`src/rtl/uart_pkg.sv`:
```
// Shared UART constants and the tx-queue launcher state encoding.
// Used by uart_tx_queue and sync_fifo.
package uart_pkg;

  localparam int CLK_HZ         = 100_000_000;
  localparam int BAUD           = 115_200;
  localparam int CLKS_PER_BIT   = 868;
  localparam int FRAME_BITS     = 10;
  localparam int CLKS_PER_FRAME = CLKS_PER_BIT * FRAME_BITS;

  localparam int          OVF_W   = 16;
  localparam logic [15:0] OVF_MAX = 16'hFFFF;

  typedef enum logic [1:0] {
    S_IDLE = 2'd0,
    S_ARM  = 2'd1,
    S_SEND = 2'd2
  } txq_state_e;

  function automatic logic [15:0] sat_inc16(
    input logic [15:0] v
  );
    return (v == OVF_MAX) ? v : v + 16'd1;
  endfunction

endpackage

```
`src/rtl/sync_fifo.sv`:
```
// Synchronous FIFO with AW+1 bit wrapping pointers.
// Storage is not reset; only the pointers are.
module sync_fifo
  import uart_pkg::*;
#(
  parameter  int DEPTH = 16,
  parameter  int W     = 8,
  localparam int AW    = $clog2(DEPTH)
) (
  input  logic          clk,
  input  logic          rst,
  input  logic          push,
  input  logic [W-1:0]  wdata,
  input  logic          pop,
  output logic [W-1:0]  rdata,
  output logic          full,
  output logic          empty,
  output logic [AW:0]   count,
  output logic          drop
);

  localparam logic [AW:0] PTR_ONE = (AW+1)'(1);

  logic [W-1:0] mem [DEPTH];
  logic [AW:0]  wr_ptr;
  logic [AW:0]  rd_ptr;
  logic         do_push;
  logic         do_pop;

  assign full  = (wr_ptr[AW] != rd_ptr[AW]) &&
                 (wr_ptr[AW-1:0] == rd_ptr[AW-1:0]);
  assign empty = (wr_ptr == rd_ptr);
  assign count = wr_ptr - rd_ptr;

  // full comes from registered pointers, so a push
  // while full is dropped even if a pop lands too
  assign do_push = push && !full;
  assign do_pop  = pop && !empty;
  assign drop    = push && full;

  assign rdata = mem[rd_ptr[AW-1:0]];

  // pointer update
  always_ff @(posedge clk) begin
    if (rst) begin
      wr_ptr <= '0;
      rd_ptr <= '0;
    end else begin
      if (do_push) wr_ptr <= wr_ptr + PTR_ONE;
      if (do_pop)  rd_ptr <= rd_ptr + PTR_ONE;
    end
  end

  // storage write, no reset
  always_ff @(posedge clk) begin
    if (do_push) mem[wr_ptr[AW-1:0]] <= wdata;
  end

endmodule

```
`src/rtl/uart_tx_queue.sv`:
```
// Byte queue feeding the UART transmitter start/busy handshake.
// UART_TXQ_OVF_CNT_EN builds the saturating dropped-byte counter.
module uart_tx_queue
  import uart_pkg::*;
#(
  parameter  int DEPTH = 16,
  localparam int AW    = $clog2(DEPTH)
) (
  input  logic          clk,
  input  logic          rst,
  input  logic          wr_en,
  input  logic [7:0]    wr_data,
  output logic          full,
  output logic          empty,
  output logic [AW:0]   count,
  output logic          overflow,
  output logic [15:0]   ovf_count,
  output logic          tx_start,
  output logic [7:0]    tx_data,
  input  logic          tx_busy,
  output logic          drained
);

  txq_state_e state;
  txq_state_e state_nxt;
  logic       pop;
  logic       start_nxt;
  logic [7:0] rdata;
  logic       drop;

  sync_fifo #(
    .DEPTH (DEPTH),
    .W     (8)
  ) u_fifo (
    .clk   (clk),
    .rst   (rst),
    .push  (wr_en),
    .wdata (wr_data),
    .pop   (pop),
    .rdata (rdata),
    .full  (full),
    .empty (empty),
    .count (count),
    .drop  (drop)
  );

  // launcher next-state and pop decision
  always_comb begin
    state_nxt = state;
    pop       = 1'b0;
    start_nxt = 1'b0;
    unique case (state)
      S_IDLE: begin
        if (!empty && !tx_busy) begin
          pop       = 1'b1;
          start_nxt = 1'b1;
          state_nxt = S_ARM;
        end
      end
      S_ARM: begin
        if (tx_busy) state_nxt = S_SEND;
      end
      S_SEND: begin
        if (!tx_busy) state_nxt = S_IDLE;
      end
      default: state_nxt = S_IDLE;
    endcase
  end

  // launcher state register
  always_ff @(posedge clk) begin
    if (rst) state <= S_IDLE;
    else     state <= state_nxt;
  end

  // registered handshake and status outputs
  always_ff @(posedge clk) begin
    if (rst) begin
      tx_start <= 1'b0;
      tx_data  <= 8'h00;
      overflow <= 1'b0;
      drained  <= 1'b1;
    end else begin
      tx_start <= start_nxt;
      if (pop) tx_data <= rdata;
      overflow <= drop;
      drained  <= empty && (state == S_IDLE) && !tx_busy;
    end
  end

`ifdef UART_TXQ_OVF_CNT_EN
  logic [15:0] ovf_q;

  // saturating dropped-byte counter
  always_ff @(posedge clk) begin
    if (rst)       ovf_q <= '0;
    else if (drop) ovf_q <= sat_inc16(ovf_q);
  end

  assign ovf_count = ovf_q;
`else
  assign ovf_count = 16'h0000;
`endif

endmodule

```
`config.mk`:
```
export PLATFORM = sky130hd
export DESIGN_NAME = uart_tx_queue
export DESIGN_NICKNAME = d
export VERILOG_FILES = /design/src/rtl/uart_pkg.sv /design/src/rtl/sync_fifo.sv /design/src/rtl/uart_tx_queue.sv
export SDC_FILE = /design/constraint.sdc
export NUM_CORES = 1
export LEC_CHECK = 0
export CAP_MARGIN = 5
export CELL_PAD_IN_SITES_DETAIL_PLACEMENT = 1
export CELL_PAD_IN_SITES_GLOBAL_PLACEMENT = 1
export CORE_MARGIN = 3
export CORE_UTILIZATION = 54
export CTS_CLUSTER_SIZE = 20
export DETAILED_ROUTE_END_ITERATION = 10
export PLACE_DENSITY = 0.93
export SYNTH_ARGS = -nofsm -noshare
export SYNTH_HDL_FRONTEND = slang
export SYNTH_SLANG_ARGS = --single-unit
```
`constraint.sdc`:
```
create_clock -name clk -period 5.5 [get_ports clk]
set_clock_uncertainty 0.1 [all_clocks]
set_input_delay 0.55 -clock clk [delete_from_list [all_inputs] [get_ports clk]]
set_output_delay 0.55 -clock clk [all_outputs]
set_load 0.02 [all_outputs]
```
# ---- Word-level counts from Yosys, hierarchy flattened
# Memory sizes are Yosys's and may differ from the RTL's. A register that Yosys moved wholly into a read port is not among the register bits.
# Cells that the tools add are included.
dict set report totals {
  mem_bits_rw 128
  n_memories 1
  elab_cells 38
  latchBits 0
  ff_bits 15
  romBits 0
  output_inout_bits 34
  in_bits 12
}
# name depth word_bits read_ports rd_ports_with_merged_regs wr line
set mem_list {}
lappend mem_list {u_fifo.mem 16 8 1 1 1 sync_fifo.sv:24} ;# logic [W-1:0] mem [DEPTH];
dict set report op_classes {
  eq_ne 8
  order_cmp 0
  n_mul 0
  mux 8
  n_bitwise 0
  n_reduce_logical 12
  add_sub_neg 3
  div_mod_pow 0
  n_shift 0
}
# cell count
set op_table {}
lappend op_table {{$add 5x1->5 const B} 2}
lappend op_table {{$logic_and 1x1->1} 7}
lappend op_table {{$mux 2} 3}
lappend op_table {{$ne 2x2->1 const B} 3}
lappend op_table {{$pmux 2 s3} 1}
lappend op_table {{$eq 5x5->1} 1}
lappend op_table {{$sub 5x5->5} 1}
lappend op_table {{$eq 4x4->1} 1}
lappend op_table {{$mux 1} 4}
lappend op_table {{$logic_not 1->1} 3}
lappend op_table {{$reduce_and 3->1} 1}
lappend op_table {{$eq 2x1->1 const B} 1}
lappend op_table {{$eq 2x2->1 const B} 1}
lappend op_table {{$logic_not 2->1} 1}
lappend op_table {{$ne 1x1->1} 1}

# ---- Longest topological paths before layout
dict set report depth {
  word_depth 6
  depth_mapped 11
}

# ---- Hierarchy
# Synthesis repeated with hierarchy kept, for this count alone.
dict set report unflattened {
  hier_cells 371
  area_unflattened_um2 6324.8
}
# mod area_per_inst_um2 seq_area_each_um2 n_inst cells_per_inst
set modules_own_cells {}
lappend modules_own_cells {sync_fifo 5666.7 4124.0 1 305}
lappend modules_own_cells {uart_tx_queue 658.1 260.2 1 66}

# ---- Worst setup path before layout
# OpenSTA, ideal clock, no wires.
dict set report synth_path {
  path_kind {reg2reg}
  start {register u_fifo.rd_ptr[2]}
  end {memory u_fifo.mem[0][0], enable pin}
  setup_ns 0.383
  path_slack_ns 2.587
  arrival_time_ns 2.430
  t_required_ns 5.017
  stages_incl_launch_ff 10
  path_cell_list {dfxtp_1 -> buf_2 -> buf_2 -> inv_1 -> ha_1 -> nand4_1 -> buf_2 -> o21a_1 -> nand2_1 -> nor3_1}
}
dict set report synth_between {
  elab_chain_cells 6
}
# item line
set synth_rtl {}
lappend synth_rtl {{start: declaration} sync_fifo.sv:26} ;# logic [AW:0] rd_ptr;
lappend synth_rtl {{start signal: assignment} sync_fifo.sv:50} ;# if (do_pop) rd_ptr <= rd_ptr + PTR_ONE;
lappend synth_rtl {{$eq 4x4->1} sync_fifo.sv:31} ;# (wr_ptr[AW-1:0] == rd_ptr[AW-1:0]);
lappend synth_rtl {{$logic_and 1x1->1} sync_fifo.sv:30} ;# assign full = (wr_ptr[AW] != rd_ptr[AW]) &&
lappend synth_rtl {{$logic_not 1->1} sync_fifo.sv:37} ;# assign do_push = push && !full;
lappend synth_rtl {{$logic_and 1x1->1} sync_fifo.sv:37}
lappend synth_rtl {{$mux 1} sync_fifo.sv:56} ;# if (do_push) mem[wr_ptr[AW-1:0]] <= wdata;
lappend synth_rtl {{$mux 1 (not written as such)} sync_fifo.sv:56}
lappend synth_rtl {{end: declaration} sync_fifo.sv:24}
# No other way between the ends.

# ---- Worst setup path after layout
dict set report layout_path {
  start {register u_fifo.rd_ptr[2]}
  end {output port empty}
}
dict set report layout_between {
  elab_chain_cells 1
}
# item line
set layout_rtl {}
lappend layout_rtl {{$eq 5x5->1} sync_fifo.sv:32} ;# assign empty = (wr_ptr == rd_ptr);
lappend layout_rtl {{end: declaration} uart_tx_queue.sv:14} ;# output logic empty,
# No other way between the ends.

==> results_dict.tcl <==
set metrics [dict create \
    run_status "finished clean" \
    dr.pass1.iters 4 \
    critPathRequiredTime_ns 4.85 \
    p_seq_share_pct 47.5 \
    worst-setup-path-type "reg2out" \
    gp_routability_congestion 0.7828 \
    cap_viol_max_count 0 \
    post-place-ws_ns 1.485 \
    tritoncts_clock_tree "built" \
    swShare_pct 24.84 \
    endpoint_of_the_lowest_slack_register_to_register_path "u_fifo.mem[2][5]" \
    num_antenna_cells 0 \
    timing.critical_path.arrival_ns 3.38 \
    hold_viol 0 \
    synth-warning-count 0 \
    critical_path.slowest_cell "dfxtp_1" \
    ant_nets 0 \
    yosys-top-cells-area "edfxtp_1 62%, mux4_2 9.1%, dfxtp_1 7.5%, mux2i_1 2.4%, buf_4 2.3%" \
    grt_max_degree 32 \
    combinationalPowerShare_pct 14.7 \
    timing.reg2reg.worst_path_depth 6 \
    core_utilization_of_the_finished_layout_pct 63.36 \
    multiplexer_share_of_the_synthesized_area_pct 11.55 \
    die_width_um 113.0 \
    nFillCells 971 \
    die_h_um 113.0 \
    syn_area_um2 6177 \
    cts_setup_buffers 0 \
    drive_gt1_share_pct 15.56 \
    nets 414 \
    initial_core_util_pct 56.00 \
    first_global_vias 3520 \
    internal_power_uw 2050 \
    first_pass_grt_wire_length_mm 21.40 \
    post-synth-top-area-cell "edfxtp_1" \
    crit_family "flip-flops" \
    ff2ff_setup_slack_ns 1.50 \
    dp.cells 513 \
    yosysUniqueCellTypes 48 \
    synth_compound_gate_area_share_pct 5.590 \
    drc_errors 0 \
    synth_seq_cells 151 \
    slew_viol_final 0 \
    tightest_slew_ns 1.235 \
    cts.sink_count 151 \
    detail_route.wl_per_cell_um 25.20 \
    yosys.area_share.xor_xnor_pct 1.945 \
    initial_antenna_violation_count 0 \
    largest_buffer_count_on_any_clock_path 2 \
    setup.worst_path.end_class "output pin" \
    postLayoutSetupSlackWorst_ns 1.471 \
    crit_cells 5 \
    holdCritStartpoint "tx_data[6]" \
    switching_power_uw 677.6 \
    post_synth_and_or_nand_nor_area_fraction_pct 4.537 \
    global_route.usage.total_pct 23.20 \
    fin_crit_ns 4.029 \
    synthToLayoutAreaGrowth_pct 13.15 \
    detailroute.via_count 3308 \
    drtIter0Drc 273 \
    rsz_0062_raised_after_global_routing "no" \
    stdcell_count 545 \
    p_leak_uw 0.002236 \
    post_cts_resized 0 \
    worst_skew_pair.late_latency_ns 0.42 \
    clkSlewWorstSetupHoldPaths_ns 0.06 \
    row_count 38 \
    max_clock_freq_mhz 248.2 \
    routed_wl_mm 13.74 \
    whs_ns 0.4061 \
    timing.final.crit_share_pct 73.25 \
    ios 46 \
    clock_power_share_pct 37.7 \
    timing.max_slew.rel_slack_pct 17.01 \
    crit_path_start "u_fifo.rd_ptr[2]" \
    synthDominantCellAreaShare_pct 62.22 \
    crit_buf_inv 2 \
    synth_top_family_by_area "multiplexers" \
    vdd_ir_drop_max_v 0.0002252 \
    cts_buffers 17 \
    overflow 0 \
    instance_count_of_the_mapped_netlist 361 \
    min-delay-path-class "reg2reg" \
    crit_path_cell_trace "inv_1 -> ha_1 -> nand4_1 -> nor2_1 -> clkdlybuf4s50_1" \
    postSynthAreaPerCell_um2 17.11 \
    postCtsHoldBufs 0 \
    max_stage_delay_ns 0.93 \
    worstPathMaxFanout 21 \
    numPortBuffers 29 \
    setup_violations 0 \
    tns_ns 0 \
    rr_startpoint "u_fifo.rd_ptr[2]" \
    dp_hpwl_mm 8.842 \
    crit_path_start_kind "flop" \
    core-area_um2 11030 \
    sequential_to_total_area_share_from_yosys_stat_pct 69.68 \
    cellPowerDensity_nw_per_um2 390.3 \
    fp.dieArea_um2 12760 \
    htree_levels 4 \
    ctsRootBufferMaster "clkbuf_16" \
    synthAdderAreaFrac_pct 2.147 \
    critPathCapture "empty" \
    vias_per_cell 6.070 \
]
## cells by family after synthesis
| group | count (synthesis) |
|---|---|
| adders and majority gates | 10 |
| DFF | 151 |
| other | 1 |
| buffers and inverters | 41 |
| and+or+nand+nor | 58 |
| muxes | 40 |
| xor gates and xnor gates | 12 |
| AOI/OAI and AO/OA | 48 |
## synthesized netlist by cell type, drive strengths merged
cell type / n
and2: 2
xnor2: 7
nand3b: 1
edfxtp: 128
o211ai: 3
nor3b: 1
or3b: 1
nor3: 6
nand2: 6
buf: 31
inv: 7
o22ai: 7
conb: 1
or3: 2
ha: 9
fa: 1
dfxtp: 23
o21ai: 3
nand3: 1
a311oi: 8
nor4: 1
nor4b: 1
o21a: 2
a21oi: 12
nand2b: 2
and3: 1
a31oi: 1
o2111ai: 1
mux2i: 15
nand4: 1
mux4: 25
a21o: 3
a22oi: 8
clkbuf: 3
nor2: 32
xor2: 5
## per-layer routing
metal / track usage, % / up-vias / routed length [um]
met4: 11.14 / 0 / 424
met1: 29.74 / 1682 / 5242
met5: 0 / - / 0
met3: 5.027 / 27 / 952
li1: - / 1437 / -
met2: 37.95 / 162 / 7116
## worst min-delay path by stage
stage / endpoint / depth (start not counted)
after global routing: tx_data[4] / 2
after floorplan: state[0] / 1
final: tx_data[6] / 2
after detailed placement: tx_data[6] / 2
after global placement: tx_data[4] / 2
after CTS: tx_data[6] / 2
## per-stage QoR
step           total power (uW)  instance area [um^2]
3_3_place_gp               1702                  6464
2_1_floorplan              1607                  6233
3_5_place_dp               1720                  6464
5_1_grt                    2832                  6989
6_report                   2728                  6989
4_1_cts                    2743                  6984
## power by group through the flow
stage	Sequential, uW	Combinational, uW	Clock, uW
global placement	1320	386	0
global route	1300	436	1100
detailed placement	1320	401	0
CTS	1300	405	1040
finish	1300	402	1030
floorplan	1330	274	0
## final cells by class
type,instances,area (um^2),area share [%]
repair buffers,31,305.3,4.368
multi-input cells,184,1657,23.70
flip-flops and latches,151,4305,61.60
clock buffers,25,475.5,6.803
well taps,140,175.2,2.506
inverters,7,26.28,0.3759
clock inverters,7,45.04,0.6445
## tightest hold or removal path, stage by stage, from the launching register on
cell,delay (ns)
dfxtp_1,0.31
nor2_1,0.10
a311oi_1,0.05
## state kept, by name, summed over array words and instances (netlist names)
register and cells:
u_fifo.wr_ptr 5, overflow 1, tx_start 1, tx_data 8
state 2, u_fifo.mem 128, drained 1, u_fifo.rd_ptr 5
## cell usage in the layout (no fill, tap or decap), types with 4 or more instances in the layout
master           instances
nor3_1                   4
ha_1                     9
o22ai_1                  6
xnor2_1                  6
a22oi_1                  8
clkdlybuf4s50_1         29
clkbuf_16               17
xor2_1                   4
dfxtp_1                 22
nand2_1                  6
mux4_2                  25
nor2_1                  31
clkbuf_1                 6
a311oi_1                 7
edfxtp_1               128
conb_1                  16
a21oi_1                 12
mux2i_1                 15
inv_1                    7
Note: power is estimated with default switching activity, not from simulation.
